File: src/rtl/register_id_ex.sv
// ID/EX pipeline register with operand forwarding at capture, held-slot
// refresh from EX/MEM, load-use hazard detection and a saturating stall counter.
module register_id_ex #(
    parameter int DATA_W = 32,
    parameter int ADDR_W = 5,
    parameter int CTRL_W = 16,
    parameter int CNT_W  = 16
) (
    input  logic              clock,
    input  logic              reset_n,
    input  logic              in_valid,
    output logic              in_ready,
    input  logic [ADDR_W-1:0] in_rs_addr,
    input  logic [ADDR_W-1:0] in_rt_addr,
    input  logic [DATA_W-1:0] in_rs_data,
    input  logic [DATA_W-1:0] in_rt_data,
    input  logic [ADDR_W-1:0] in_wr_addr,
    input  logic              in_mem_rd,
    input  logic [CTRL_W-1:0] in_ctrl,
    input  logic [ADDR_W-1:0] fwd_addr,
    input  logic [DATA_W-1:0] fwd_data,
    input  logic              fwd_en,
    input  logic              flush,
    output logic              out_valid,
    input  logic              out_ready,
    output logic [ADDR_W-1:0] out_rs_addr,
    output logic [ADDR_W-1:0] out_rt_addr,
    output logic [ADDR_W-1:0] out_wr_addr,
    output logic [DATA_W-1:0] out_rs_data,
    output logic [DATA_W-1:0] out_rt_data,
    output logic              out_mem_rd,
    output logic [CTRL_W-1:0] out_ctrl,
    output logic [CNT_W-1:0]  stall_cnt
);

    logic              valid_q,   valid_d;
    logic [ADDR_W-1:0] rs_addr_q, rs_addr_d;
    logic [ADDR_W-1:0] rt_addr_q, rt_addr_d;
    logic [ADDR_W-1:0] wr_addr_q, wr_addr_d;
    logic [DATA_W-1:0] rs_data_q, rs_data_d;
    logic [DATA_W-1:0] rt_data_q, rt_data_d;
    logic              mem_rd_q,  mem_rd_d;
    logic [CTRL_W-1:0] ctrl_q,    ctrl_d;
    logic [CNT_W-1:0]  cnt_q,     cnt_d;

    logic hazard;
    logic in_fire;
    logic out_fire;

    // Register 0 reads as zero; otherwise the in-flight EX/MEM result wins.
    function automatic logic [DATA_W-1:0] pick_operand(
        input logic [ADDR_W-1:0] addr,
        input logic [DATA_W-1:0] rf_data,
        input logic              f_en,
        input logic [ADDR_W-1:0] f_addr,
        input logic [DATA_W-1:0] f_data
    );
        if (addr == '0)
            return '0;
        else if (f_en && (f_addr == addr))
            return f_data;
        else
            return rf_data;
    endfunction

    always_comb begin
        hazard = valid_q && mem_rd_q && (wr_addr_q != '0) && in_valid &&
                 ((in_rs_addr == wr_addr_q) || (in_rt_addr == wr_addr_q));
        in_ready = !flush && !hazard && (!valid_q || out_ready);
        in_fire  = in_valid && in_ready;
        out_fire = valid_q && out_ready;
    end

    always_comb begin
        valid_d   = valid_q;
        rs_addr_d = rs_addr_q;
        rt_addr_d = rt_addr_q;
        wr_addr_d = wr_addr_q;
        rs_data_d = rs_data_q;
        rt_data_d = rt_data_q;
        mem_rd_d  = mem_rd_q;
        ctrl_d    = ctrl_q;

        if (in_fire) begin
            valid_d   = 1'b1;
            rs_addr_d = in_rs_addr;
            rt_addr_d = in_rt_addr;
            wr_addr_d = in_wr_addr;
            rs_data_d = pick_operand(in_rs_addr, in_rs_data, fwd_en, fwd_addr, fwd_data);
            rt_data_d = pick_operand(in_rt_addr, in_rt_data, fwd_en, fwd_addr, fwd_data);
            mem_rd_d  = in_mem_rd;
            ctrl_d    = in_ctrl;
        end else if (out_fire) begin
            valid_d = 1'b0;
        end else if (valid_q && fwd_en && (fwd_addr != '0)) begin
            // A stalled slot must not keep a stale operand once its producer completes.
            if (fwd_addr == rs_addr_q) rs_data_d = fwd_data;
            if (fwd_addr == rt_addr_q) rt_data_d = fwd_data;
        end

        if (flush)
            valid_d = 1'b0;
    end

    always_comb begin
        cnt_d = cnt_q;
        if (hazard && (cnt_q != {CNT_W{1'b1}}))
            cnt_d = cnt_q + {{(CNT_W-1){1'b0}}, 1'b1};
    end

    always_ff @(posedge clock or negedge reset_n) begin
        if (!reset_n) begin
            valid_q   <= 1'b0;
            rs_addr_q <= '0;
            rt_addr_q <= '0;
            wr_addr_q <= '0;
            rs_data_q <= '0;
            rt_data_q <= '0;
            mem_rd_q  <= 1'b0;
            ctrl_q    <= '0;
            cnt_q     <= '0;
        end else begin
            valid_q   <= valid_d;
            rs_addr_q <= rs_addr_d;
            rt_addr_q <= rt_addr_d;
            wr_addr_q <= wr_addr_d;
            rs_data_q <= rs_data_d;
            rt_data_q <= rt_data_d;
            mem_rd_q  <= mem_rd_d;
            ctrl_q    <= ctrl_d;
            cnt_q     <= cnt_d;
        end
    end

    assign out_valid   = valid_q;
    assign out_rs_addr = rs_addr_q;
    assign out_rt_addr = rt_addr_q;
    assign out_wr_addr = wr_addr_q;
    assign out_rs_data = rs_data_q;
    assign out_rt_data = rt_data_q;
    assign out_mem_rd  = mem_rd_q;
    assign out_ctrl    = ctrl_q;
    assign stall_cnt   = cnt_q;

endmodule
File: config.mk
export PLATFORM = sky130hd
export DESIGN_NAME = register_id_ex
export DESIGN_NICKNAME = d
export VERILOG_FILES = /design/src/rtl/register_id_ex.sv
export SDC_FILE = /design/constraint.sdc
export NUM_CORES = 1
export LEC_CHECK = 0
export CAP_MARGIN = 15
export CORE_MARGIN = 2
export CORE_UTILIZATION = 45
export DETAILED_ROUTE_END_ITERATION = 16
export PLACE_DENSITY = 0.81
export SLEW_MARGIN = 20
export SYNTH_ARGS = -nofsm -noshare
export SYNTH_HDL_FRONTEND = slang
export SYNTH_SLANG_ARGS = --single-unit
File: constraint.sdc
create_clock -name clock -period 2.85 [get_ports clock]
set_input_delay 0.855 -clock clock [delete_from_list [all_inputs] [get_ports clock]]
set_output_delay 0.855 -clock clock [all_outputs]
set_load 0.02 [all_outputs]
==> reports/results.txt, run 1 <==
post-placement worst setup slack: -0.763 ns
clock network latency to the later pin of the worst-skew pair: 0.41 ns
CTS HTree Levels: 4
met1 GRT Util: 30.9%
Max Transition Viols Final: 0
largest net degree at the start of global routing: 43
Routability Congestion: 0.862
startpoint types: input pin
layout cell share with drive strength beyond 1: 26.0%
Clk Tree Root Cell: sky130_fd_sc_hd__clkbuf_16
post-route worst setup slack: 0.0161 ns
peak fanout along the critical path: 2
count of filler cells inserted in the layout: 987
wire length reported by the detailed router: 20.8 mm
clock buffers created by TritonCTS: 17
Yosys reg bits: 113
initial core utilization: 46.2%
power density over cell area: 598 nW/µm²
die width: 126 µm
Mapped Nets: 690
count of input and output buffers: 252
worst hold margin: 0.355 ns
CTS Hold Buffers Added: 0
setup-violating endpoint count in the final report: 0
YS warnings: 0
maximum clock frequency: 0.353 GHz
# diodes: 0
HPWL reported at the end of detailed placement: 14.9 mm
CP Capture Type: output port
total overflow reported by the global router: 0
row cnt: 44
standby leakage power: 4.26 nW
minimum clock period: 2.83 ns
Starting DRT DRC Count: 268
path category of the worst min-delay check: in -> async
most common cell after layout, fill and taps aside: sky130_fd_sc_hd__clkdlybuf4s50_1
# nets final: 967
cell mode on critical path: sky130_fd_sc_hd__nor3_2
CTS tree: yes
clock transition time at the flip-flop clock pins of the worst setup and hold paths: 0.05 ns
count of placed standard cells including taps: 990
highest-utilization routing layer at the global route stage: met2
sequential element share of the synthesized area: 41.9%
number of buffers on the longest clock path: 2
result of the run: finished clean
first-pass GRT wire length: 33.1 mm
utilization after layout: 71.3%
number of distinct library cells after synthesis: 32
Die Footprint: 16000 µm²
ordered list of cells on the worst path: dlygate4sd2_1 -> xor2_1 -> nor3_2 -> a22oi_2 -> nor2_2 -> nor3_2 -> buf_4
routed wirelength normalized by instance count: 20.3 µm
max-cap violations: 0
area of the placeable core: 14600 µm²
Final Cycle Share: 99.4%
Critical-path top delay cell: sky130_fd_sc_hd__dlygate4sd2_1
non-filler cells, final: 1024
cells after synthesis: 550
stage delay of the slowest cell on the critical path: 0.25 ns
Vias/cell: 5.46
transition time at the pin with the least slew margin: 0.434 ns
global routing met2 resource utilization: 45.2%
vias after detailed routing: 5589
arrival time at the worst endpoint: 1.98 ns
DRC violation count after routing: 0
Worst IR Drop VDD: 0.385 mV
initial antenna violation count: 0
First-pass DRT Iterations: 4
io pins: 253
critical setup path kind: in -> out
required arrival time at the worst endpoint: 2.00 ns
most frequent cells in the layout: sky130_fd_sc_hd__clkdlybuf4s50_1, sky130_fd_sc_hd__dfrtp_1, sky130_fd_sc_hd__nand2_1
synthesized area per cell: 12.3 µm²
met3 track demand over resource in global routing: 7.84%
die outline height: 126 µm
remaining antenna violation count: 0
number of clock sinks: 113
final hold violations: 0
Relative slew margins: 70.9%
Layout area overhead: 54.3%
worst clock skew on the final layout: 0.00709 ns
netlist area before placement: 6750 µm²
aggregate global-route resource usage: 26.1%
Storage cell area: 2830 µm²
RSZ-0062 raised after global routing: true
multi-input gate area in the final layout: 3660 µm²
vias in the first global route: 6184
==> routing by layer <==
metal  vias to the layer above  wire [µm]
met5                         -          0
met4                         0        416
met3                        33       1710
met2                       255      10500
met1                      2743       8190
li1                       2558          -
==> kinds of logic (layout without fill, tap and decap cells) <==
kind of cell             count (synthesis)  after routing  synth area share (%)
adder cells (fa/ha/maj)                  1              1                 0.185
multiplexers                           164            164                  29.5
AO/OA/AOI/OAI                           70             70                  9.96
buffers and inverters                   43            333                  4.40
flip-flops                             113            113                  41.9
XOR/XNOR                                42             42                  5.45
AND/OR/NAND/NOR                        117            117                  8.57
==> metrics by stage <==
| step | power (mW) | area [µm²] | TNS, ns |
|---|---|---|---|
| after floorplan | 2.93 | 6750 | 0 |
| after global placement | 3.82 | 9730 | -15.88 |
| after detailed placement | 3.88 | 9730 | -20.42 |
| after CTS | 6.27 | 10400 | -0.00167 |
| after global routing | 6.48 | 10400 | -0.0441 |
| final | 6.22 | 10400 | 0 |
==> repair_timing <==
action | in CTS | in global routing
setup buffers | 1 | 1
hold endpoints to repair | 0 | 0
pin swaps | 9 | 4
setup endpoints to repair | 1 | 1
resized for setup | 21 | 2
==> path summary, 6_finish.rpt <==
kind / from / end / slack [ns] / depth (start not counted)
setup / recovery: in_rt_addr[4] / in_ready / 0.02 / 7
hold / removal: reset_n / stall_cnt[3] / 0.35 / 1
setup reg to reg: out_wr_addr[4] / out_rt_data[2] / 0.54 / 8
hold reg to reg: out_ctrl[4] / out_ctrl[4] / 0.50 / 1
max in group asynchronous: reset_n / out_rt_data[27] / 1.84 / 2
min in group clock: out_ctrl[4] / out_ctrl[4] / 0.50 / 1
==> synth_stat cells (all sizes together) <==
cell type	n	area (µm²)
nand4	9	56.3
nor3	6	30.0
nand2b	2	12.5
xnor2	19	166
o2111ai	1	26.3
o211ai	2	42.5
mux2	100	1350
clkbuf	9	43.8
nand3	7	35.0
dfrtp	113	2830
and4	2	17.5
a22oi	1	12.5
nand2	69	259
and3	7	43.8
nor2	6	22.5
o21ai	1	5.00
buf	34	253
xor2	23	201
mux2i	64	641
nor4	4	55.1
or4	4	37.5
and2b	1	8.76
ha	1	12.5
o31ai	64	581
a21oi	1	5.00
==> critical path: cells and delay by family <==
| kind | cells | cell delay (ns) |
|---|---|---|
| AOI/OAI and AO/OA | 1 | 0.10 |
| xor gates and xnor gates | 1 | 0.16 |
| buffers and inverters | 2 | 0.40 |
| and+or+nand+nor | 3 | 0.46 |
==> sequential cells by signal, summed over array words and instances (netlist names) <==
| register | flops |
|---|---|
| out_rs_data | 32 |
| out_rt_data | 32 |
| out_ctrl | 16 |
| stall_cnt | 16 |
| out_rs_addr | 5 |
| out_rt_addr | 5 |
| out_wr_addr | 5 |
| out_mem_rd | 1 |
| out_valid | 1 |
==> power by group <==
group / switching, mW / internal (mW) / leakage [nW] / total, mW
Sequential: 0.161 / 1.84 / 1.41 / 2.00
Combinational: 0.842 / 1.03 / 2.54 / 1.87
Clock: 0.735 / 1.62 / 0.316 / 2.35
Total: 1.74 / 4.48 / 4.26 / 6.22
==> layout make-up <==
class / instances / area share [%]
timing repair buffer: 301 / 29.2
multi-input combinational: 394 / 35.1
tap: 184 / 2.21
sequential: 113 / 27.2
clock buffer: 22 / 4.56
clock inverter: 10 / 1.73
Power figures use the tool's default switching activity.
==> run 2: changes to the inputs <==
Settings changed: CELL_PAD_IN_SITES_DETAIL_PLACEMENT from default to 0, CELL_PAD_IN_SITES_GLOBAL_PLACEMENT from default to 1, CORE_UTILIZATION 45 to 35, PLACE_DENSITY 0.81 to default, PLACE_DENSITY_LB_ADDON from default to 0.1.
==> reports/results.txt, run 2 (same netlist as run 1, synthesis figures left out) <==
result of the run: finished clean
vias in the first global route: 5868
maximum clock frequency: 0.355 GHz
peak fanout along the critical path: 2
number of clock sinks: 113
ordered list of cells on the worst path: or4_4 -> o2111ai_4 -> nor2_2 -> buf_4 -> buf_6 -> buf_4 -> buf_4 -> buf_4 -> buf_4 -> buf_4 -> buf_4 -> buf_6 -> nand4_1 -> mux2_4
CTS HTree Levels: 4
critical setup path kind: reg -> reg
cell mode on critical path: sky130_fd_sc_hd__buf_4
area of the placeable core: 18800 µm²
CTS tree: yes
CP Capture Type: register
minimum clock period: 2.82 ns
multi-input gate area in the final layout: 3670 µm²
Final Cycle Share: 99.0%
io pins: 253
TNS Setup: 0 ns
stage delay of the slowest cell on the critical path: 0.56 ns
path category of the worst min-delay check: in -> async
die outline height: 143 µm
overall power of the completed layout: 6.27 mW
HPWL reported at the end of detailed placement: 15.1 mm
Vias/cell: 4.91
utilization after layout: 56.5%
initial core utilization: 35.8%
Worst IR Drop VDD: 0.420 mV
transition time at the pin with the least slew margin: 0.518 ns
number of buffers on the longest clock path: 2
RSZ-0062 raised after global routing: true
count of filler cells inserted in the layout: 1566
remaining antenna violation count: 0
first-pass GRT wire length: 32.5 mm
total cell area at the placement stage: 9900 µm²
Starting DRT DRC Count: 195
arrival time at the worst endpoint: 3.11 ns
largest net degree at the start of global routing: 55
routed wirelength normalized by instance count: 18.9 µm
count of input and output buffers: 252
Storage cell area: 2830 µm²
row cnt: 50
power density over cell area: 589 nW/µm²
layout cell share with drive strength beyond 1: 28.3%
First-pass DRT Iterations: 4
initial antenna violation count: 0
aggregate global-route resource usage: 20.6%
total overflow reported by the global router: 0
Clk Tree Root Cell: sky130_fd_sc_hd__clkbuf_16
Max Transition Viols Final: 0
die width: 143 µm
standby leakage power: 4.35 nW
Die Footprint: 20400 µm²
DRC violation count after routing: 0
Routability Congestion: 0.812
worst clock skew on the final layout: 0.00678 ns
Critical-path top delay cell: sky130_fd_sc_hd__or4_4
cell area after layout: 10600 µm²
wire length reported by the detailed router: 21.0 mm
clock network latency to the later pin of the worst-skew pair: 0.41 ns
vias after detailed routing: 5463
most frequent cells in the layout: sky130_fd_sc_hd__clkdlybuf4s50_1, sky130_fd_sc_hd__dfrtp_1, sky130_fd_sc_hd__nand2_1
most common cell after layout, fill and taps aside: sky130_fd_sc_hd__clkdlybuf4s50_1
setup-violating endpoint count in the final report: 0
required arrival time at the worst endpoint: 3.14 ns
# diodes: 0
Relative slew margins: 65.5%
startpoint types: register
# nets final: 979
Layout area overhead: 57.7%
max-cap violations: 0
clock buffers created by TritonCTS: 17
final hold violations: 0
worst hold margin: 0.413 ns
clock transition time at the flip-flop clock pins of the worst setup and hold paths: 0.05 ns
## run 2: critical path, delay by kind of cell, from the launching register on
family | cells | cell delay, ns
mux | 1 | 0.30
buf+inv | 9 | 1.07
compound gates | 1 | 0.22
flops | 1 | 0.38
simple gates | 3 | 0.73
## run 2: area by class of cell
type / count / area share, %
Clock buffer: 22 / 4.65
Clock inverter: 10 / 1.67
Multi-Input combinational cell: 394 / 34.5
Sequential cell: 113 / 26.6
Tap cell: 260 / 3.06
Timing Repair Buffer: 313 / 29.5
## run 2: report_power, final
part,internal [mW],switching (mW)
Sequential,1.84,0.151
Combinational,1.03,0.829
Clock,1.66,0.759
## run 2: final timing paths
path                                start              to  slack [ns]  cells past startpoint
min                               reset_n  out_rt_data[8]        0.41                      1
max in group asynchronous         reset_n     out_ctrl[3]        1.68                      2
min reg2reg                  stall_cnt[5]    stall_cnt[5]        0.49                      1
min in group clock           stall_cnt[5]    stall_cnt[5]        0.49                      1
max                        out_wr_addr[4]   stall_cnt[14]        0.03                     14
max reg2reg                out_wr_addr[4]   stall_cnt[14]        0.03                     14
## run 2: what timing repair did
| item | CTS | global route |
|---|---|---|
| hold buffers | 0 | 0 |
| buffers inserted | 8 | 1 |
| pin swaps | 8 | 11 |
| setup endpoints to repair | 1 | 3 |
| resized for setup | 23 | 20 |
## run 2: per-stage QoR
step,setup slack [ns],cells
floorplan,0.0244,550
global placement,-0.763,1071
detailed placement,-0.843,1071
CTS,0.0157,1111
global route,-0.0263,1112
finish,0.0298,1112
## run 2: layer usage
metal / global-route usage (%) / wire (µm) / vias to the layer above
li1: - / - / 2595
met1: 24.7 / 8930 / 2671
met2: 35.6 / 10300 / 167
met3: 5.53 / 1280 / 30
met4: 7.61 / 495 / 0
met5: 0 / 0 / -
==> run 3: changes to the inputs <==
Settings changed: HOLD_SLACK_MARGIN from default to 0.08.
==> results of run 3 <==
The final DEF is identical to that of run 2; final timing and power are the same.
==> RTL change 1 (config.mk and constraints of run 2) <==
Take the reset off `rt_data_q` and load it in a clocked block of its own.
--- a/src/rtl/register_id_ex.sv
+++ b/src/rtl/register_id_ex.sv
@@ -117,3 +117,2 @@
             rs_data_q <= '0;
-            rt_data_q <= '0;
             mem_rd_q  <= 1'b0;
@@ -127,3 +126,2 @@
             rs_data_q <= rs_data_d;
-            rt_data_q <= rt_data_d;
             mem_rd_q  <= mem_rd_d;
@@ -132,2 +130,6 @@
         end
+    end
+
+    always_ff @(posedge clock) begin
+        rt_data_q <= rt_data_d;
     end
Formal check against the unedited RTL: not equivalent (a bounded check fails within 4 cycles, from zero or initial values and one cycle with reset_n low).
==> RTL change 1 against run 2 <==
- worst setup slack got worse by 21 ps
- total power fell by 10%
- sequential cell count did not move
- count of clock-buffer cells in the layout rose by 1
- area after synthesis fell by 16%
- wire length fell by 20%
- final area fell by 11%
- final cell count fell by 13%
- sequential share of layout area rose by 5.0 points
- synthesized cell count fell by 19%
- critical path type is now in -> out
- critical endpoint is now in_ready
- highest routed layer unchanged
==> RTL change 1: results (changes against run 2) <==
| Metric | Value |
|---|---|
| Worst VDD drop | 0.0003705 V (was 0.0004203 V) |
| Met2 Usage GRT | 0.3264 (was 0.3555) |
| # resized after CTS | 18 (was 23) |
| Mean Syn Cell Area | 12.69 um2 (was 12.27 um2) |
| Vias per std cell | 4.840 (was 4.913) |
| Delay-heaviest family, CP | simple AND/OR/NAND/NOR gates (was buffers and inverters) |
| Switching power | 1.502 mW (was 1.739 mW) |
| Dpl cells | 935 (was 1071) |
| Number of synthesized flops with an enable pin | 32 (was 0) |
| Combinational share of power | 0.254 (was 0.297) |
| Post-placement cell area | 8797 um2 (was 9903 um2) |
| Worst path max stage delay | 260 ps (was 560 ps) |
| WL met2 | 8373 um (was 10320 um) |
| Slowest CP cell | dlygate4sd2_1 (was or4_4) |
| Largest net degree at the start of global routing | 43 (was 55) |
| Yosys cell types | 37 (was 32) |
| Synth area leaders | dfrtp_1 (36%), edfxtp_1 (17%), mux2_2 (12%) (was dfrtp_1 (42%), mux2_4 (13%), mux2i_1 (9.5%)) |
| Worst Path Arrival | 1990 ps (was 3110 ps) |
| Syn Nets | 585 (was 690) |
| Vias in the first global route | 4738 (was 5868) |
| Leak | 3.702 nW (was 4.353 nW) |
| WL met3 | 1373 um (was 1284 um) |
| Share of layout cells above drive strength 1 | 0.2194 (was 0.2829) |
| GPL Wtd Cong | 0.8028 (was 0.8121) |
| Final cell count without fillers | 968 (was 1112) |
| Total track usage | 0.1960 (was 0.2063) |
| Worst-Margin Slew | 557.0 ps (was 518.1 ps) |
| Outcome | complete, no violations (unchanged) |
| Dpl ws | -763.6 ps (was -842.7 ps) |
| Initial DRC count | 108 (was 195) |
| Detailed placement HPWL | 12630 um (was 15140 um) |
| Worst Skew | 7.304 ps (was 6.783 ps) |
| Commonest cells post-synth | dfrtp_1 (81), a21oi_1 (64), mux2_2 (61) (was dfrtp_1 (113), nand2_1 (69), mux2i_1 (64)) |
| Fin nets | 879 (was 979) |
| Async S/R FF share, synth | 0.7168 (was 1.000) |
## RTL change 1: cells by family after synthesis
logic type,count (synthesis),synth area share
flops,113,0.5289
compound gates,104,0.1225
mux,99,0.1903
simple gates,52,0.05427
xor+xnor,43,0.06667
buf+inv,33,0.03521
fa+ha+maj,1,0.002214
## RTL change 1: final timing paths
path | slack, ps | cells after the start | from | endpoint
max reg2reg | 350 | 11 | out_wr_addr[2] | out_rs_data[14]
max in group asynchronous | 1760 | 2 | reset_n | stall_cnt[13]
max | 9 | 7 | in_rt_addr[0] | in_ready
min | 420 | 1 | reset_n | out_ctrl[4]
min in group clock | 500 | 1 | out_ctrl[6] | out_ctrl[6]
min reg2reg | 500 | 1 | out_ctrl[6] | out_ctrl[6]
## RTL change 1: layout make-up
type	instances	area (um2)	area share
timing repair buffer	307	3019	0.3193
sequential	113	2988	0.3160
multi-input combinational	299	2547	0.2695
clock buffer	23	499.2	0.05281
tap	216	270.3	0.02859
clock inverter	9	126.4	0.01337
inverter	1	3.754	0.0003970
==> RTL change 2 (flow settings as in run 2) <==
Without the edit above. Change the parameter `CTRL_W` from 16 to 20.
--- a/src/rtl/register_id_ex.sv
+++ b/src/rtl/register_id_ex.sv
@@ -5,3 +5,3 @@
     parameter int ADDR_W = 5,
-    parameter int CTRL_W = 16,
+    parameter int CTRL_W = 20,
     parameter int CNT_W  = 16
Ports: changed (resized in_ctrl and out_ctrl); port bits go from 253 to 261. The function was not compared with the original's and may differ.
==> RTL change 2 against run 2 <==
- the run now ends with setup timing left
- sequential cell count up 4
- final area down 1.3%
- synthesized cell count up 2.9%
- wire length down 0.94%
- area after synthesis down 0.78%
- critical path depth down 8
- total power down 4.3%
- hold slack better by 3.7 ps
- worst setup slack worse by 42 ps
- largest power group unchanged
==> RTL change 2: results (changes against run 2) <==
| Metric | Value |
|---|---|
| Syn Nets | 710 (was 690) |
| Post-placement cell area | 9907 um2 (was 9903 um2) |
| Fin nets | 994 (was 979) |
| Post-synthesis compound-gate area fraction | 0.07907 (was 0.09959) |
| Vias per std cell | 5.075 (was 4.913) |
| Initial DRC count | 174 (was 195) |
| Leak | 4.318 nW (was 4.353 nW) |
| Yosys cell types | 30 (was 32) |
| Ys Warns | 0 (unchanged) |
| Post-Synth XOR/XNOR Area | 0.05888 (was 0.05453) |
| Largest net degree at the start of global routing | 74 (was 55) |
| WL met2 | 10240 um (was 10320 um) |
| Hold Path Class | in -> async (unchanged) |
| Synth area leaders | dfrtp_1 (44%), mux2_4 (13%), mux2i_1 (9.6%) (was dfrtp_1 (42%), mux2_4 (13%), mux2i_1 (9.5%)) |
| First-pass GRT wire length | 32640 um (was 32490 um) |
| Worst Path Arrival | 2010 ps (was 3110 ps) |
| Commonest cells post-synth | dfrtp_1 (117), nand2_1 (72), mux2i_1 (64), o31ai_1 (64), mux2_4 (60) (was dfrtp_1 (113), nand2_1 (69), mux2i_1 (64)) |
| Seq/Total Area, Yosys | 0.4374 (was 0.4191) |
| Drt total wl | 20840 um (was 21030 um) |
| Share of layout cells above drive strength 1 | 0.2294 (was 0.2829) |
| GPL Wtd Cong | 0.8112 (was 0.8121) |
| Vias in the first global route | 6013 (was 5868) |
| Async S/R FF share, synth | 1.000 (unchanged) |
| Crit path max fanout | 2 (unchanged) |
| Worst setup margin | -12.56 ps (was 29.78 ps) |
| WL met3 | 1412 um (was 1284 um) |
| Detailed placement HPWL | 14800 um (was 15140 um) |
| Adder-Cell Fraction of Synth Area | 0.001869 (was 0.001855) |
| Total track usage | 0.2070 (was 0.2063) |
| Post-Route M1 WL | 8891 um (was 8934 um) |
| Worst slew margin | 0.6074 (was 0.6546) |
| Final setup violation count | 1 (was 0) |
| Worst Skew | 9.552 ps (was 6.783 ps) |
| Port Buffer Count | 260 (was 252) |
| Failing checks | setup timing |
| Dpl ws | -674.4 ps (was -842.7 ps) |
| Mux contribution to synthesized area | 0.2993 (was 0.2953) |
| Outcome | complete, but fails checks (was complete, no violations) |
| Worst VDD drop | 0.0004545 V (was 0.0004203 V) |
RTL change 2: worst paths after layout:
path                                 from              end  slack (ps)  depth (start not counted)
setup / recovery                 in_valid         in_ready         -10                          6
hold / removal                    reset_n  out_rs_data[18]         420                          1
setup reg to reg           out_wr_addr[2]     out_ctrl[13]         530                          8
hold reg to reg              stall_cnt[9]     stall_cnt[9]         500                          1
max in group asynchronous         reset_n   out_rt_addr[3]        1780                          2
min in group clock           stall_cnt[9]     stall_cnt[9]         500                          1
RTL change 2: report_power, final:
part / internal, mW / switching (mW) / leakage [nW]
logic: 1.03 / 0.807 / 2.60
registers: 1.90 / 0.174 / 1.45
clock network: 1.22 / 0.865 / 0.266
RTL change 2: worst max-delay path, cell delays in order:
cell,delay [ps]
clkdlybuf4s50_1,520
nand3_2,110
a21oi_2,160
and2_4,170
nor3_1,40
buf_2,150
RTL change 2: final cells by class:
type / count / area [um2]
Sequential cell: 117 / 2928
Clock inverter: 15 / 145.1
Fill cell: 1613 / 8202
Clock buffer: 17 / 425.4
Tap cell: 234 / 292.8
Timing Repair Buffer: 309 / 3159
Multi-Input combinational cell: 404 / 3550
Inverter: 1 / 3.754
RTL change 2: through the flow:
stage	TNS, ps	instances
3_5_place_dp	-28490	1061
2_1_floorplan	0	566
6_report	-12.56	1097
5_1_grt	-57.73	1097
4_1_cts	0	1095
3_3_place_gp	-23480	1061
RTL change 2: layer usage:
metal / GRT usage / vias to the layer above
met5: 0 / -
met2: 0.3527 / 180
met3: 0.06090 / 19
met4: 0.05419 / 0
li1: - / 2603
met1: 0.2573 / 2765
RTL change 2: cell families after synthesis:
logic type | count (synthesis)
DFF | 117
adders and majority gates | 1
AOI/OAI and AO/OA | 69
muxes | 165
xor gates and xnor gates | 45
buffers and inverters | 45
and+or+nand+nor | 124
RTL change 2: what timing repair did:
| action | CTS | global route |
|---|---|---|
| pin swaps | 3 | 5 |
| buffers inserted | 2 | 2 |
| resized for setup | 17 | 4 |
| setup endpoints to repair | 1 | 11 |
